### config.mk
export PLATFORM = sky130hd
export DESIGN_NAME = uart_tx_param
export DESIGN_NICKNAME = d
export VERILOG_FILES = /design/src/rtl/uart_tx_param.sv
export SDC_FILE = /design/constraint.sdc
export NUM_CORES = 1
export LEC_CHECK = 0
export CAP_MARGIN = 20
export CORE_MARGIN = 2
export CORE_UTILIZATION = 61
export CTS_CLUSTER_DIAMETER = 120
export DETAILED_ROUTE_END_ITERATION = 6
export GPL_ROUTABILITY_DRIVEN = 0
export GPL_TIMING_DRIVEN = 0
export MAX_ROUTING_LAYER = met4
export PLACE_DENSITY = 0.83
export SYNTH_ARGS = -nofsm -noshare
export SYNTH_HDL_FRONTEND = slang
export SYNTH_SLANG_ARGS = --single-unit
### constraint.sdc
create_clock -name clk -period 1 [get_ports clk]
set_input_delay 0.15 -clock clk [delete_from_list [all_inputs] [get_ports clk]]
set_output_delay 0.15 -clock clk [all_outputs]
set_load 0.03 [all_outputs]
### src/rtl/uart_tx_param.sv
// uart_tx_param: single-clock UART transmitter with an integrated synchronous FIFO
// and an internal baud divider. Frames are start + DATA_BITS (LSB first)
// + optional even parity + STOP_BITS stop bits; each bit lasts BAUD_DIV clocks.
// Optional feature: define UART_TX_PARITY_EN to insert an even-parity bit after the data bits.
module uart_tx_param #(
  parameter int DATA_BITS  = 8,
  parameter int STOP_BITS  = 1,
  parameter int BAUD_DIV   = 17,
  parameter int FIFO_DEPTH = 16,
  localparam int LVL_W     = $clog2(FIFO_DEPTH) + 1
) (
  input  logic                 clk,
  input  logic                 reset_b,
  input  logic                 TX_en,
  input  logic [DATA_BITS-1:0] TX_Data_in,
  output logic                 TX_Ready,
  output logic [LVL_W-1:0]     TX_Level,
  output logic                 TX_Busy,
  output logic                 TX_Overflow,
  output logic                 TX_Data_out
);

  localparam int AW = $clog2(FIFO_DEPTH);
  localparam int BW = $clog2(BAUD_DIV);
  localparam int IW = $clog2(DATA_BITS);
  localparam logic [BW-1:0]    BAUD_LAST = BW'(BAUD_DIV - 1);
  localparam logic [IW-1:0]    DATA_LAST = IW'(DATA_BITS - 1);
  localparam logic [IW-1:0]    STOP_LAST = IW'(STOP_BITS - 1);
  localparam logic [LVL_W-1:0] FULL_LVL  = LVL_W'(FIFO_DEPTH);

  typedef enum logic [2:0] {
    S_IDLE,
    S_START,
    S_DATA,
`ifdef UART_TX_PARITY_EN
    S_PARITY,
`endif
    S_STOP
  } state_t;

  logic [1:0]           rst_sync_q;
  logic                 rst_n;
  logic [DATA_BITS-1:0] mem_q [FIFO_DEPTH];
  logic [AW:0]          wr_ptr_q, rd_ptr_q;
  logic [LVL_W-1:0]     level_q, level_d;
  logic                 ready_q, ovf_q;
  logic                 fifo_empty, fifo_full, push, pop;
  logic [DATA_BITS-1:0] rd_data;
  state_t               state_q, state_d;
  logic [BW-1:0]        baud_q, baud_d;
  logic [IW-1:0]        bit_q, bit_d;
  logic [DATA_BITS-1:0] shift_q, shift_d;
  logic                 baud_tc, line_c, txd_q, busy_q;
`ifdef UART_TX_PARITY_EN
  logic                 par_q, par_d;
`endif

  // Reset asserts immediately but is released synchronously to clk.
  always_ff @(posedge clk or negedge reset_b) begin
    if (!reset_b) rst_sync_q <= '0;
    else          rst_sync_q <= {rst_sync_q[0], 1'b1};
  end
  assign rst_n = rst_sync_q[1];

  // An extra wrap bit on each pointer distinguishes full from empty.
  assign fifo_empty = (wr_ptr_q == rd_ptr_q);
  assign fifo_full  = (wr_ptr_q[AW] != rd_ptr_q[AW]) &&
                      (wr_ptr_q[AW-1:0] == rd_ptr_q[AW-1:0]);
  assign push       = TX_en & ~fifo_full;
  assign rd_data    = mem_q[rd_ptr_q[AW-1:0]];
  assign baud_tc    = (baud_q == BAUD_LAST);

  // FIFO storage: data only, no reset needed.
  always_ff @(posedge clk) begin
    if (push) mem_q[wr_ptr_q[AW-1:0]] <= TX_Data_in;
  end

  // Occupancy follows push/pop; a simultaneous push and pop leaves it unchanged.
  always_comb begin
    level_d = level_q;
    case ({push, pop})
      2'b10:   level_d = level_q + 1'b1;
      2'b01:   level_d = level_q - 1'b1;
      default: level_d = level_q;
    endcase
  end

  // FIFO pointers, registered level/ready and the overflow pulse.
  always_ff @(posedge clk or negedge rst_n) begin
    if (!rst_n) begin
      wr_ptr_q <= '0;
      rd_ptr_q <= '0;
      level_q  <= '0;
      ready_q  <= 1'b1;
      ovf_q    <= 1'b0;
    end else begin
      if (push) wr_ptr_q <= wr_ptr_q + 1'b1;
      if (pop)  rd_ptr_q <= rd_ptr_q + 1'b1;
      level_q <= level_d;
      ready_q <= (level_d != FULL_LVL);
      ovf_q   <= TX_en & fifo_full;
    end
  end

  // Frame sequencer: next state, baud count, bit index, shift register and line level.
  always_comb begin
    state_d = state_q;
    baud_d  = baud_q;
    bit_d   = bit_q;
    shift_d = shift_q;
`ifdef UART_TX_PARITY_EN
    par_d   = par_q;
`endif
    pop     = 1'b0;
    line_c  = 1'b1;
    if (state_q != S_IDLE) baud_d = baud_tc ? '0 : baud_q + 1'b1;
    case (state_q)
      S_IDLE: begin
        if (!fifo_empty) begin
          pop     = 1'b1;
          shift_d = rd_data;
`ifdef UART_TX_PARITY_EN
          par_d   = ^rd_data;
`endif
          baud_d  = '0;
          bit_d   = '0;
          state_d = S_START;
        end
      end
      S_START: begin
        line_c = 1'b0;
        if (baud_tc) begin
          bit_d   = '0;
          state_d = S_DATA;
        end
      end
      S_DATA: begin
        line_c = shift_q[0];
        if (baud_tc) begin
          shift_d = shift_q >> 1;
          if (bit_q == DATA_LAST) begin
            bit_d   = '0;
`ifdef UART_TX_PARITY_EN
            state_d = S_PARITY;
`else
            state_d = S_STOP;
`endif
          end else begin
            bit_d = bit_q + 1'b1;
          end
        end
      end
`ifdef UART_TX_PARITY_EN
      S_PARITY: begin
        line_c = par_q;
        if (baud_tc) state_d = S_STOP;
      end
`endif
      S_STOP: begin
        line_c = 1'b1;
        if (baud_tc) begin
          if (bit_q == STOP_LAST) begin
            bit_d = '0;
            // Back-to-back: the next word skips IDLE and starts immediately.
            if (!fifo_empty) begin
              pop     = 1'b1;
              shift_d = rd_data;
`ifdef UART_TX_PARITY_EN
              par_d   = ^rd_data;
`endif
              state_d = S_START;
            end else begin
              state_d = S_IDLE;
            end
          end else begin
            bit_d = bit_q + 1'b1;
          end
        end
      end
      default: state_d = S_IDLE;
    endcase
  end

  // Control state and the glitch-free registered line / busy outputs.
  always_ff @(posedge clk or negedge rst_n) begin
    if (!rst_n) begin
      state_q <= S_IDLE;
      baud_q  <= '0;
      bit_q   <= '0;
      txd_q   <= 1'b1;
      busy_q  <= 1'b0;
    end else begin
      state_q <= state_d;
      baud_q  <= baud_d;
      bit_q   <= bit_d;
      txd_q   <= line_c;
      busy_q  <= (state_q != S_IDLE);
    end
  end

  // Shift register (and stored parity) are pure data, loaded at pop time.
  always_ff @(posedge clk) begin
    shift_q <= shift_d;
`ifdef UART_TX_PARITY_EN
    par_q   <= par_d;
`endif
  end

  assign TX_Ready    = ready_q;
  assign TX_Level    = level_q;
  assign TX_Busy     = busy_q;
  assign TX_Overflow = ovf_q;
  assign TX_Data_out = txd_q;

endmodule

==> reports/summary.log <==
[outcome] outcome finished with violations
[outcome] violated checks negative setup slack
[clocking] number of H-tree branching levels 4
[sta] worst max-slew margin expressed relative to the limit 51.3%
[power] Static Leakage 3.40 nW
[critical_path] worst reg-to-reg path cell count 11
[clocking] cts bufs inserted 17
[sta] Setup Skew 16.5 ps
[layout] total area of multi-input combinational cells 0.00251 mm2
[power] overall power after layout 31.0 mW
[critical_path] Max FO, Critical Path 4
[worst_hold_path] Hold Path Class reg2async
[synth] count of synthesis-stage warnings from yosys 0
[power] proportion of power drawn by the clock network 19.9%
[clocking] clock tree from TritonCTS yes
[sta] total setup violations reported at the end of the flow 182
[floorplanning] Chip Width 111 um
[power] Max IR drop VDD 2.52 mV
[critical_path] slowest CP cell sky130_fd_sc_hd__dfrtp_2
[global_route] pin count of the biggest net entering global routing 18
[route] routed vias/inst 6.67
[critical_path] worst reg2reg setup slack -1810 ps
[critical_path] startpoint class of the critical path flop
[layout] share of final-layout standard cells stronger than drive strength 1 44.9%
[floorplanning] I/O pin count 20
[sta] Max Freq 0.356 GHz
[route] Total Routed Length 19.2 mm
[critical_path] category of the most critical setup path reg2reg
[critical_path] ordered cell list for the critical path xor2_2, nor4_4, and2_4, nor3_4, ha_4, fa_2, a21o_1, a21oi_2, mux2i_1, xnor2_1, nand4bb_1
[critical_path] crit-path max cell delay 450 ps
[sta] final critical-path setup slack -1810 ps
[placement] Detailed Place HPWL 8.93 mm
[clocking] CTS Buffer Depth 2
[sta] final setup TNS -200520 ps
[critical_path] terminus of the critical flop-to-flop path TX_Ready
[floorplanning] row count 39
[sta] pin slew with the least headroom to its limit 729 ps
[synth] count of flip-flops with a built-in enable after synthesis 136
[global_route] via count of the first global-routing pass 4156
[floorplanning] die height 111 um
[route] DR DRC count 0
[clocking] post-CTS clock slew at the launch and capture registers of the worst setup and hold paths 80 ps
[power] ratio of total power to cell area 3290 mW/mm2
[clocking] clock latency reported for the late side of the worst-skew pair 440 ps
[route] average wire length per cell after detail routing 28.7 um
[power] internal power consumption 19.6 mW
[floorplanning] standard cell core area 0.0113 mm2
[layout] Fillers 472
[synth] proportion of netlist area held by the largest area contributor 58.2%
[placement] Area after DPL 0.00767 mm2
[synth] cell count after synthesis 403
[synth] cell with the most instances after synthesis sky130_fd_sc_hd__edfxtp_1
[sta] number of max-slew violations in the final report 0
[synth] prevailing post-synth register cell sky130_fd_sc_hd__edfxtp_1
[sta] RSZ-0062 raised after global routing yes
[route] first drt pass iteration count 5
[synth] Cell Area, Synth 0.00702 mm2
[sta] final critical path time including I/O delays and setup 2810 ps
[sta] final hold slack 253 ps
[synth] FFs w/ async S/R, synth 18.6%
[synth] most numerous cell types in the synthesized netlist sky130_fd_sc_hd__edfxtp_1 (136), sky130_fd_sc_hd__mux4_2 (32), sky130_fd_sc_hd__dfrtp_1 (29)
[synth] mean cell area of the mapped netlist 17.4 um2
[floorplanning] die area 0.0124 mm2
[sta] share of the cycle needed by the critical path after routing 281%
[route] 1st-iter DRT viols 515
[synth] part of the Yosys area used for sequential elements 69.3%
[critical_path] crit end category flop
[sta] count of endpoints failing hold in the final timing report 0
[global_route] global-route usage over all layers 26.5%
[global_route] sum of overflow across all layers after global routing 0
[synth] top post-synthesis cells by area sky130_fd_sc_hd__edfxtp_1 (58%), sky130_fd_sc_hd__dfrtp_1 (10%), sky130_fd_sc_hd__mux4_2 (10%)
[route] count of vias placed by the detailed router 4460
[clocking] buffer cell driving the clock tree root sky130_fd_sc_hd__clkbuf_16
[power] relative contribution of combinational cells to total power 48.2%
[power] Flop pwr share 32.0%
[layout] layout overhead on the synthesized area 34.0%
[route] Post-DRT Antenna Nets 0
[floorplanning] initial cell density of the core 62.0%
[layout] post-route insts no fill 669
[layout] n_diodes 0
[critical_path] startpoint of the worst register-to-register path wr_ptr_q[1]
[critical_path] WP data required 1340 ps
[power] switching power as a share of total power 36.8%
[placement] Port Buffer Count 19
[synth] leading area contributor after synthesis sky130_fd_sc_hd__edfxtp_1
[synth] number of library cell types mapped by synthesis 52
[global_route] initial antenna violation count 0
[layout] total non-filler cell area in the finished layout 0.00941 mm2
[clocking] sinks on the clock net 167
[layout] register area 0.00487 mm2
[job] count of max-cap constraint violations 0
[critical_path] arrival time of the worst setup path 3150 ps
[synth] number of flip-flops and latches in the synthesized netlist 167
[synth] syn_nets 433
[placement] DP Cell Count 566
[layout] net count of the finished layout 544
[global_route] wire length of the first global-routing pass 23.4 mm
[power] switching power 11.4 mW
final cells by class:
class	instances	area share, %
clock inverter	12	1.08
timing repair buffer	94	11.4
tap	143	1.90
sequential	167	51.7
buffer	16	1.94
inverter	14	0.652
multi-input combinational	204	26.7
clock buffer	19	4.60
power groups by stage:
| stage | Sequential (mW) | Combinational (mW) | Clock (mW) |
|---|---|---|---|
| finish | 9.90 | 14.9 | 6.15 |
| CTS | 9.76 | 11.0 | 6.06 |
| global route | 10.0 | 15.5 | 6.40 |
| detailed placement | 9.86 | 9.78 | 0 |
| global placement | 9.78 | 9.50 | 0 |
| floorplan | 10.0 | 7.20 | 0 |
layer usage:
metal / wire (um) / track usage [%] / vias up / part of all wire, %
li1: - / - / 1796 / -
met1: 6910 / 34.3 / 2317 / 36
met2: 10100 / 41.3 / 292 / 52
met3: 1550 / 6.34 / 55 / 8.1
met4: 665 / 10.7 / 0 / 3.5
met5: 0 / - / - / 0
worst max-delay path: cells and delay by family, from the launching register on:
family / cells / cell delay, ps
and+or+nand+nor: 4 / 760
adders and majority gates: 2 / 550
DFF: 1 / 450
xor gates and xnor gates: 2 / 380
AOI/OAI and AO/OA: 2 / 340
muxes: 1 / 220
layout by cell type, fill, tap and decap left out, types with 3 or more instances in the layout:
master,count
sky130_fd_sc_hd__edfxtp_1,136
sky130_fd_sc_hd__buf_4,44
sky130_fd_sc_hd__mux4_2,32
sky130_fd_sc_hd__dfrtp_1,25
sky130_fd_sc_hd__buf_12,21
sky130_fd_sc_hd__clkbuf_16,20
sky130_fd_sc_hd__nand2_1,16
sky130_fd_sc_hd__clkdlybuf4s50_1,15
sky130_fd_sc_hd__buf_6,14
sky130_fd_sc_hd__ha_1,12
sky130_fd_sc_hd__nor2_4,11
sky130_fd_sc_hd__inv_1,9
sky130_fd_sc_hd__xnor2_1,9
sky130_fd_sc_hd__nor2_1,9
sky130_fd_sc_hd__o22ai_2,9
sky130_fd_sc_hd__mux2i_1,7
sky130_fd_sc_hd__nor3_4,5
sky130_fd_sc_hd__inv_6,5
sky130_fd_sc_hd__o41ai_2,5
sky130_fd_sc_hd__dfrtp_2,4
sky130_fd_sc_hd__xor2_1,4
sky130_fd_sc_hd__a21oi_2,4
sky130_fd_sc_hd__a21oi_1,4
sky130_fd_sc_hd__clkbuf_1,4
sky130_fd_sc_hd__o22ai_4,4
sky130_fd_sc_hd__nand4_1,4
sky130_fd_sc_hd__o21ai_0,4
sky130_fd_sc_hd__inv_2,3
sky130_fd_sc_hd__a21o_1,3
sky130_fd_sc_hd__o21ai_1,3
sky130_fd_sc_hd__buf_2,3
sky130_fd_sc_hd__nand2b_1,3
sky130_fd_sc_hd__nor2b_1,3
sky130_fd_sc_hd__a22o_1,3
sky130_fd_sc_hd__clkinvlp_4,3
sky130_fd_sc_hd__ha_2,3
sky130_fd_sc_hd__ha_4,3
sky130_fd_sc_hd__clkinv_1,3
sky130_fd_sc_hd__buf_8,3
stage by stage:
step | utilization [%] | setup WS, ps
5_1_grt | 83.1 | -1940
3_5_place_dp | 67.8 | -2070
3_3_place_gp | 67.6 | -1990
4_1_cts | 75.7 | -1780
2_1_floorplan | - | -1740
6_report | 83.1 | -1810
worst max-delay path by stage:
| stage | from | to | cells after the start |
|---|---|---|---|
| floorplan | wr_ptr_q[1] | TX_Ready | 12 |
| global placement | rd_ptr_q[1] | TX_Ready | 12 |
| detailed placement | rd_ptr_q[1] | TX_Ready | 12 |
| CTS | rd_ptr_q[0] | TX_Ready | 12 |
| global route | wr_ptr_q[1] | TX_Ready | 11 |
| finish | wr_ptr_q[1] | TX_Ready | 11 |
cells by family (layout without fill, tap and decap cells):
group                      Yosys count  in the layout  share of synthesized area (%)
muxes                               42             42                           11.9
adders and majority gates           19             19                           3.49
xor gates and xnor gates            18             18                           2.25
buffers and inverters               32            155                           2.30
AOI/OAI and AO/OA                   52             52                           5.45
DFF                                167            167                           69.3
other                                1              1                         0.0534
and+or+nand+nor                     72             72                           5.33
repair_timing:
action / CTS / global route
hold buffers: 1 / 0
gates cloned: 0 / 3
pin swaps: 18 / 30
endpoints found under the hold margin: 2 / 0
setup buffers: 19 / 52
endpoints found under the setup margin: 182 / 182
resized for setup: 45 / 69
state kept, by name (all words and copies together) (netlist names):
| name | flops |
|---|---|
| mem_q | 128 |
| shift_q | 8 |
| TX_Level | 5 |
| baud_q | 5 |
| rd_ptr_q | 5 |
| wr_ptr_q | 5 |
| bit_q | 3 |
| rst_sync_q | 2 |
| state_q | 2 |
| TX_Busy | 1 |
| TX_Data_out | 1 |
| TX_Overflow | 1 |
| TX_Ready | 1 |
Power figures use the tool's default switching activity.
